$ cat config.mk
export PLATFORM = sky130hd
export DESIGN_NAME = game_sequencer
export DESIGN_NICKNAME = d
export VERILOG_FILES = /design/src/rtl/game_sequencer.sv
export SDC_FILE = /design/constraint.sdc
export NUM_CORES = 1
export LEC_CHECK = 0
export CAP_MARGIN = 20
export CORE_UTILIZATION = 55
export CTS_CLUSTER_DIAMETER = 100
export DETAILED_ROUTE_END_ITERATION = 12
export PLACE_DENSITY_LB_ADDON = 0.1
export SLEW_MARGIN = 20
export SYNTH_ARGS = -nofsm -noshare
export SYNTH_HDL_FRONTEND = slang
export SYNTH_SLANG_ARGS = --single-unit
$ cat constraint.sdc
create_clock -name Clk -period 2.65 [get_ports Clk]
set_input_delay 0.795 -clock Clk [delete_from_list [all_inputs] [get_ports Clk]]
set_output_delay 0.795 -clock Clk [all_outputs]
set_load 0.005 [all_outputs]
$ cat src/rtl/game_sequencer.sv
// Round controller for Flappy VGA: INIT/READY/PLAY/LOSE flow, tick-derived
// scroll/flight enables, BCD score, best score, difficulty level and lose flash.
module game_sequencer #(
  parameter int TICK_DIV      = 1048576,
  parameter int SPEEDUP_EVERY = 5,
  parameter int LOSE_HOLD     = 48
) (
  input  logic       Clk,
  input  logic       reset_n,
  input  logic       start_btn,
  input  logic       ack_btn,
  input  logic       collide,
  input  logic       pipe_passed,
  input  logic       coin_got,
  output logic       q_Initial,
  output logic       q_Ready,
  output logic       q_Play,
  output logic       q_Lose,
  output logic       clear,
  output logic       scroll_en,
  output logic       flight_en,
  output logic [7:0] score,
  output logic [7:0] best,
  output logic [1:0] level,
  output logic       flash
);

  localparam int DIV_W  = (TICK_DIV < 2) ? 1 : $clog2(TICK_DIV);
  localparam int HOLD_W = (LOSE_HOLD < 1) ? 1 : $clog2(LOSE_HOLD + 1);
  localparam logic [DIV_W-1:0]  DIV_LAST = DIV_W'(TICK_DIV - 1);
  localparam logic [HOLD_W-1:0] HOLD_MAX = HOLD_W'(LOSE_HOLD);
  localparam logic [9:0]        STEP     = 10'(SPEEDUP_EVERY);

  // valid/ready does not apply here: button inputs are levels turned into
  // one-cycle edges internally, and every event input is sampled each cycle.
  typedef enum logic [1:0] {S_INIT, S_READY, S_PLAY, S_LOSE} state_e;

  state_e            state_q, state_d;
  logic [DIV_W-1:0]  div_q, div_d;
  logic              start_prev_q, start_prev_d;
  logic              ack_prev_q, ack_prev_d;
  logic [1:0]        scroll_ph_q, scroll_ph_d;
  logic              flight_ph_q, flight_ph_d;
  logic [6:0]        pipe_cnt_q, pipe_cnt_d;
  logic [HOLD_W-1:0] hold_q, hold_d;
  logic [2:0]        flash_cnt_q, flash_cnt_d;
  logic              flash_q, flash_d;
  logic              lose_first_q, lose_first_d;
  logic [7:0]        score_q, score_d;
  logic [7:0]        best_q, best_d;
  logic [1:0]        level_q, level_d;
  logic              scroll_en_q, scroll_en_d;
  logic              flight_en_q, flight_en_d;

  logic       tick, start_edge, ack_edge, in_play, in_lose, enter_lose;
  logic [1:0] add;
  logic [4:0] units_sum, tens_sum;
  logic [9:0] thresh;

  always_comb begin
    tick       = (div_q == DIV_LAST);
    start_edge = start_btn & ~start_prev_q;
    ack_edge   = ack_btn & ~ack_prev_q;
    in_play    = (state_q == S_PLAY);
    in_lose    = (state_q == S_LOSE);
    add        = {coin_got, 1'b0} + {1'b0, pipe_passed};
    units_sum  = {1'b0, score_q[3:0]} + {3'b000, add};
    tens_sum   = {1'b0, score_q[7:4]};
    thresh     = STEP * ({8'd0, level_q} + 10'd1);

    state_d = state_q;
    case (state_q)
      S_INIT:  state_d = S_READY;
      S_READY: if (start_edge) state_d = S_PLAY;
      S_PLAY:  if (collide) state_d = S_LOSE;
      S_LOSE:  if (ack_edge && (hold_q == HOLD_MAX)) state_d = S_INIT;
      default: state_d = S_INIT;
    endcase
    enter_lose = (state_d == S_LOSE) && !in_lose;

    div_d        = tick ? '0 : div_q + 1'b1;
    start_prev_d = start_btn;
    ack_prev_d   = ack_btn;
    scroll_ph_d  = scroll_ph_q;
    flight_ph_d  = flight_ph_q;
    pipe_cnt_d   = pipe_cnt_q;
    hold_d       = hold_q;
    flash_cnt_d  = flash_cnt_q;
    flash_d      = flash_q;
    lose_first_d = enter_lose;
    score_d      = score_q;
    best_d       = best_q;
    level_d      = level_q;
    scroll_en_d  = 1'b0;
    flight_en_d  = 1'b0;

    // A pulse earned on the collide cycle is suppressed by requiring PLAY next.
    if (in_play && tick) begin
      if (scroll_ph_q >= (2'd3 - level_q)) begin
        scroll_ph_d = 2'd0;
        scroll_en_d = (state_d == S_PLAY);
      end else begin
        scroll_ph_d = scroll_ph_q + 2'd1;
      end
      flight_ph_d = ~flight_ph_q;
      flight_en_d = flight_ph_q && (state_d == S_PLAY);
    end

    if (in_play && (add != 2'd0)) begin
      if (units_sum > 5'd9) begin
        units_sum = units_sum - 5'd10;
        tens_sum  = tens_sum + 5'd1;
      end
      score_d = (tens_sum > 5'd9) ? 8'h99 : {tens_sum[3:0], units_sum[3:0]};
    end

    if (in_play && pipe_passed && (pipe_cnt_q != 7'd127))
      pipe_cnt_d = pipe_cnt_q + 7'd1;
    if ((level_q != 2'd3) && ({3'b000, pipe_cnt_q} >= thresh))
      level_d = level_q + 2'd1;

    if (in_lose && lose_first_q && (score_q > best_q))
      best_d = score_q;

    if (enter_lose) begin
      hold_d      = '0;
      flash_cnt_d = 3'd0;
      flash_d     = 1'b1;
    end else if (in_lose && tick) begin
      if (hold_q != HOLD_MAX) hold_d = hold_q + 1'b1;
      flash_cnt_d = flash_cnt_q + 3'd1;
      if (flash_cnt_q == 3'd7) flash_d = ~flash_q;
    end
    if (state_d != S_LOSE) flash_d = 1'b0;

    // INIT only ever lasts one cycle, so state_d == INIT marks its entry.
    if (state_d == S_INIT) begin
      score_d     = 8'h00;
      level_d     = 2'd0;
      pipe_cnt_d  = 7'd0;
      scroll_ph_d = 2'd0;
      flight_ph_d = 1'b0;
    end
  end

  always_ff @(posedge Clk or negedge reset_n) begin
    if (!reset_n) begin
      state_q      <= S_INIT;
      div_q        <= '0;
      start_prev_q <= 1'b1;
      ack_prev_q   <= 1'b1;
      scroll_ph_q  <= 2'd0;
      flight_ph_q  <= 1'b0;
      pipe_cnt_q   <= 7'd0;
      hold_q       <= '0;
      flash_cnt_q  <= 3'd0;
      flash_q      <= 1'b0;
      lose_first_q <= 1'b0;
      score_q      <= 8'h00;
      best_q       <= 8'h00;
      level_q      <= 2'd0;
      scroll_en_q  <= 1'b0;
      flight_en_q  <= 1'b0;
    end else begin
      state_q      <= state_d;
      div_q        <= div_d;
      start_prev_q <= start_prev_d;
      ack_prev_q   <= ack_prev_d;
      scroll_ph_q  <= scroll_ph_d;
      flight_ph_q  <= flight_ph_d;
      pipe_cnt_q   <= pipe_cnt_d;
      hold_q       <= hold_d;
      flash_cnt_q  <= flash_cnt_d;
      flash_q      <= flash_d;
      lose_first_q <= lose_first_d;
      score_q      <= score_d;
      best_q       <= best_d;
      level_q      <= level_d;
      scroll_en_q  <= scroll_en_d;
      flight_en_q  <= flight_en_d;
    end
  end

  assign q_Initial = (state_q == S_INIT);
  assign q_Ready   = (state_q == S_READY);
  assign q_Play    = (state_q == S_PLAY);
  assign q_Lose    = (state_q == S_LOSE);
  assign clear     = q_Initial;
  assign scroll_en = scroll_en_q;
  assign flight_en = flight_en_q;
  assign score     = score_q;
  assign best      = best_q;
  assign level     = level_q;
  assign flash     = flash_q;

endmodule

Word-level counts from Yosys, hierarchy flattened
Index checks and enable logic that the tools add are counted.
{"block": "op_classes", "mux": 32, "n_addsub": 12, "bitwise_logic": 6, "n_mul": 1, "n_eq_ne": 12, "n_reduce_logical": 25, "n_lt_le_gt_ge": 5}
{"cell": "$mux W8", "count": 3}
{"cell": "$add A20 B1 Y20 const B", "count": 1}
{"cell": "$eq A20 B20 Y1 const B", "count": 1}
{"cell": "$mux W20", "count": 1}
{"cell": "$mux W6", "count": 3}
{"cell": "$mux W2", "count": 8}
{"cell": "$mux W7", "count": 2}
{"cell": "$reduce_bool A2 Y1", "count": 7}
{"cell": "$logic_and A1 B1 Y1", "count": 11}
{"cell": "$gt A5 B4 Y1 const B", "count": 2}
{"cell": "$mux W5", "count": 2}
{"cell": "$mux W1", "count": 9}
{"cell": "$eq A2 B2 Y1 const B", "count": 4}
{"cell": "$gt A8 B8 Y1", "count": 1}
{"cell": "$pmux W2 S4", "count": 1}
{"cell": "$add A7 B1 Y7 const B", "count": 1}
{"cell": "$ge A7 B6 Y1", "count": 1}
{"cell": "$ne A7 B7 Y1 const B", "count": 1}
{"cell": "$add A6 B1 Y6 const B", "count": 1}
{"cell": "$eq A6 B6 Y1 const B", "count": 1}
{"cell": "$mul A3 B3 Y6 const A", "count": 1}
{"cell": "$mux W3", "count": 2}
{"cell": "$ne A6 B6 Y1 const B", "count": 1}
{"cell": "$reduce_bool A3 Y1", "count": 2}
{"cell": "other kinds (18)", "count": 26}
{"block": "word_totals", "input_bits": 7, "elab_cells": 109, "ff_bits": 65}

Depth between registers and ports, before layout
{"block": "depth", "depth_word": 9, "mapped_depth": 10, "depth_no_buf": 10}

Worst setup path after synthesis
OpenSTA, ideal clock, no wires.
{"block": "synth_timing", "path_kind": "input to register", "from": "input pipe_passed", "to": "register score_q[2], in the netlist score[2]", "setup_ns": 0.068, "required_time_ns": 2.582, "setup_slack_ns": -0.092, "arrival_ns": 2.675, "stages": 10, "cell_sequence": "ha_1 > inv_1 > fa_1 > clkbuf_1 > nor2b_1 > o21ai_0 > and3_1 > clkbuf_1 > mux2i_1 > a32o_1"}
{"block": "synth_between", "elab_chain_len": 9, "word_cells_on_any_way": 14}
{"item": "start, declared", "line": "13", "rtl": "input logic pipe_passed,"}
{"item": "$add A2 B1 Y2 (*)", "line": "66", "rtl": "add = {coin_got, 1'b0} + {1'b0, pipe_passed};"}
{"item": "$add A4 B2 Y5", "line": "67", "rtl": "units_sum = {1'b0, score_q[3:0]} + {3'b000, add};"}
{"item": "$gt A5 B4 Y1", "line": "110", "rtl": "if (units_sum > 5'd9) begin"}
{"item": "$mux W5", "line": "110"}
{"item": "$mux W5", "line": "109", "rtl": "if (in_play && (add != 2'd0)) begin"}
{"item": "$gt A5 B4 Y1", "line": "114", "rtl": "score_d = (tens_sum > 5'd9) ? 8'h99 : {tens_sum[3:0], units_sum[3:0]};"}
{"item": "$mux W8", "line": "114"}
{"item": "$mux W8", "line": "109"}
{"item": "$mux W8", "line": "137", "rtl": "if (state_d == S_INIT) begin"}
{"item": "end signal, assigned", "line": "176", "rtl": "score_q <= score_d;"}
{"item": "end, declared", "line": "49", "rtl": "logic [7:0] score_q, score_d;"}
Mark *: on every way between the ends. The rest lies on a longest branch, timed or not. The select of a mux whose other input is x is not followed.
A chain may end at the register's enable or synchronous reset.

Final worst setup path
{"block": "layout_timing", "from": "input coin_got", "to": "register score_q[5], in the netlist score[5]"}
{"block": "layout_between", "elab_chain_len": 9, "word_cells_on_any_way": 12}
{"item": "start, declared", "line": "14", "rtl": "input logic coin_got,"}
{"item": "$add A2 B1 Y2 (*)", "line": "66"}
{"item": "$add A4 B2 Y5", "line": "67"}
{"item": "$gt A5 B4 Y1", "line": "110"}
{"item": "$mux W5", "line": "110"}
{"item": "$mux W5", "line": "109"}
{"item": "$gt A5 B4 Y1", "line": "114"}
{"item": "$mux W8", "line": "114"}
{"item": "$mux W8", "line": "109"}
{"item": "$mux W8", "line": "137"}
Marked as above.

==> reports/metrics.json <==
{
  "timing": {
    "post-route-worst-setup-slack_ns": 0.0850,
    "min_period_over_period_pct": 96.8,
    "clock.fmax_mhz": 390,
    "timing_hold_violations_final": 0,
    "setup_violations": 0,
    "skew_ns": 0.00618,
    "grt_setup_unrepaired": "false",
    "final_critical_path_required_period_ns": 2.56,
    "slew_viol_final": 0,
    "max-slew-margin-rel_pct": 57.9,
    "worst_pin_slew_ns": 0.632
  },
  "logic_synthesis": {
    "synth_area_per_cell_sq_um": 9.94,
    "seq_cells_post_synth": 65,
    "synth.yosys.seq_area_share_pct": 44.0,
    "dominantRegCellSynth": "dfrtp_1",
    "ys_types": 56,
    "main_area_contributors_after_synthesis": "dfrtp_1 43%, ha_1 9.8%, xnor2_1 4.3%, nor2_1 3.8%, xor2_1 3.1%",
    "synth_top_area_share_pct": 42.6,
    "synth_enable_flop_cells": 0,
    "mappedNetlistNets": 409,
    "syn-instance-count": 372,
    "yosysWarningCount": 0,
    "syn_area_sq_um": 3700,
    "synth_largest_area_cell": "dfrtp_1",
    "share_of_flip_flops_with_an_asynchronous_set_or_reset_pct": 100
  },
  "critical_path": {
    "ff2ff_path_depth": 9,
    "r2r_setup_slack_ns": 0.46,
    "critPathLaunchType": "primary input",
    "timing_worst_setup_path_type": "primary input to register",
    "timing.critical_path.to_type": "register",
    "worstPathArrival_ns": 2.79,
    "cp.required_ns": 2.87,
    "r2r_end": "level[1]$_DFFE_PN0P_",
    "critical_path.reg2reg.startpoint": "level[1]$_DFFE_PN0P_",
    "worstPathMaxFanout": 5
  },
  "routing": {
    "drt_wl_total_microns": 7380,
    "drc": 4,
    "detail_route.wl_per_cell_microns": 14.6,
    "route.vias.total": 2844,
    "avgViaCountPerCell": 5.62,
    "ant_nets": 0,
    "first_iter_violations": 197,
    "detail_route.first_pass.iterations": 8
  },
  "final_layout": {
    "fillCellCount": 495,
    "mostFrequentLayoutCells": "63 x dfrtp_1, 37 x nor2_1, 30 x clkdlybuf4s50_1",
    "fin_cells": 506,
    "fin_area_sq_um": 4500,
    "n_antenna_cell": 0,
    "area_growth_syn_to_layout_pct": 21.6,
    "mostFrequentLayoutCell": "dfrtp_1",
    "reg_area_sq_um": 1630,
    "multiInputGateArea_sq_um": 1930,
    "drive_gt1_share_pct": 14.0,
    "fin_nets": 461
  },
  "floorplanning": {
    "design.portCount": 33,
    "coreArea_sq_um": 6420,
    "fp.dieArea_sq_um": 7060,
    "std_cell_rows": 29,
    "die_h_microns": 84.0,
    "die_x_microns": 84.0,
    "starting_density_of_the_core_pct": 57.6
  },
  "place": {
    "post_dp_cell_area_sq_um": 4230,
    "io_buffer_count": 32,
    "place_congestion": 0.876,
    "place_worst_setup_slack_ns": -0.548,
    "place.detailed.hpwl_microns": 5200,
    "dp_cells": 489
  },
  "min_path": {
    "path_class_of_the_lowest_slack_min_delay_path": "primary input to asynchronous set/reset pin"
  },
  "pwr": {
    "worst_ir_drop_vdd_mv": 0.473,
    "static_leakage_power_nw": 2.12,
    "power.density_cell_area_nw_per_um2": 947
  },
  "grt": {
    "grt_antenna_before_repair": 0,
    "grt.total_usage_pct": 23.0,
    "grt_first_pass_wirelength_microns": 12800,
    "overflow": 0,
    "grt_max_degree": 66,
    "first_global_vias": 2823
  },
  "cts": {
    "clkLatencyLatePin_ns": 0.34,
    "clock_tree.htree_level_count": 3,
    "numClockSinks": 65,
    "cts.path.max_buffers": 2,
    "cts_tree": "yes",
    "clockRootBuffer": "clkbuf_8",
    "cts_made_buffers": 9,
    "clock_slew_at_reported_path_ffs_ns": 0.08
  },
  "run_status": {
    "failed_checks": "design-rule violations",
    "run_status": "finished, violations left"
  },
  "flow_run": {
    "cap_violations": 0
  }
}
==> power breakdown <==
part / switching [W] / total [W] / internal (W)
logic: 0.000879 / 0.00182 / 0.000944
registers: 0.000225 / 0.00140 / 0.00118
clock network: 0.000405 / 0.00103 / 0.000625
==> worst max-delay path by stage <==
stage          slack [ns]  cells past startpoint        start              endpoint
2_1_floorplan        0.03                     10  pipe_passed  score[2]$_DFFE_PN0P_
3_3_place_gp        -0.48                      9  pipe_passed  score[2]$_DFFE_PN0P_
3_5_place_dp        -0.55                      9  pipe_passed  score[2]$_DFFE_PN0P_
4_1_cts               0.1                      9     coin_got  score[5]$_DFFE_PN0P_
5_1_grt              0.02                      9     coin_got  score[7]$_DFFE_PN0P_
6_report             0.09                      9     coin_got  score[5]$_DFFE_PN0P_
==> sequential cells by signal, summed over array words and instances, names as in the netlist <==
signal        cells
state_q           2
pipe_cnt_q        7
hold_q            6
start_prev_q      1
scroll_ph_q       2
flight_en         1
flight_ph_q       1
ack_prev_q        1
score             8
scroll_en         1
lose_first_q      1
div_q            20
flash_cnt_q       3
best              8
flash             1
level             2
==> logic make-up (layout without fill, tap and decap cells) <==
family | after synthesis | count (layout) | share of synthesized area (%)
flops | 65 | 65 | 44.0
simple gates | 134 | 134 | 19.3
compound gates | 55 | 55 | 10.1
xor+xnor | 31 | 31 | 7.34
mux | 15 | 15 | 4.30
fa+ha+maj | 30 | 30 | 10.4
buf+inv | 42 | 99 | 4.50
==> layout make-up <==
cell class,instances,share of cell area [%]
Inverter,30,2.50
Timing Repair Buffer,53,10.8
Clock buffer,9,2.75
Sequential cell,65,36.2
Tap cell,77,2.14
Clock inverter,7,2.64
Multi-Input combinational cell,265,43.0
==> critical path, cell delays in order <==
cell and delay (ns):
clkdlybuf4s50_1 0.42, buf_4 0.15, ha_1 0.28, a21o_1 0.20
a21o_1 0.20, and3_4 0.18, buf_4 0.14, and2_1 0.16
a32o_1 0.25
==> stage by stage <==
| step | util [%] | TNS [ns] | hold slack (ns) | power, W |
|---|---|---|---|---|
| CTS | 70.0 | 0 | 0.466 | 0.00428 |
| floorplan | - | 0 | 0.434 | 0.00246 |
| detailed placement | 65.8 | -4.09 | 0.452 | 0.00319 |
| global route | 70.0 | 0 | 0.469 | 0.00460 |
| global placement | 65.8 | -3.57 | 0.453 | 0.00313 |
| finish | 70.0 | 0 | 0.449 | 0.00426 |
==> cell usage after synthesis, drive strengths merged, types with 2 or more instances <==
master / number
and2: 3
xnor2: 18
dfstp: 2
nand3: 14
clkbuf: 9
a21oi: 11
o21a: 2
mux2i: 8
a31oi: 7
ha: 29
buf: 3
and4: 6
clkinv: 2
xor2: 13
inv: 28
nor4: 4
a211oi: 3
mux2: 7
dfrtp: 63
nand2: 27
o21ai: 11
nand4: 8
nand2b: 3
a21o: 6
nor3: 6
nor2b: 9
o31ai: 2
a32o: 3
nor2: 38
and3: 8
==> routing by layer <==
metal / global-route usage, % / routed length, microns / vias to the layer above / share of wire, %
li1: - / - / 1403 / -
met1: 28.4 / 3420 / 1389 / 46
met2: 39.3 / 3620 / 40 / 49
met3: 5.54 / 200 / 12 / 2.7
met4: 8.46 / 139 / 0 / 1.9
met5: 0 / 0 / - / 0
==> what timing repair did <==
action                     CTS  global route
hold buffers                 0             0
buffers inserted             1             0
resized for setup            6             0
setup endpoints to repair    8             0
No activity file was read; power rests on OpenSTA's default activity.
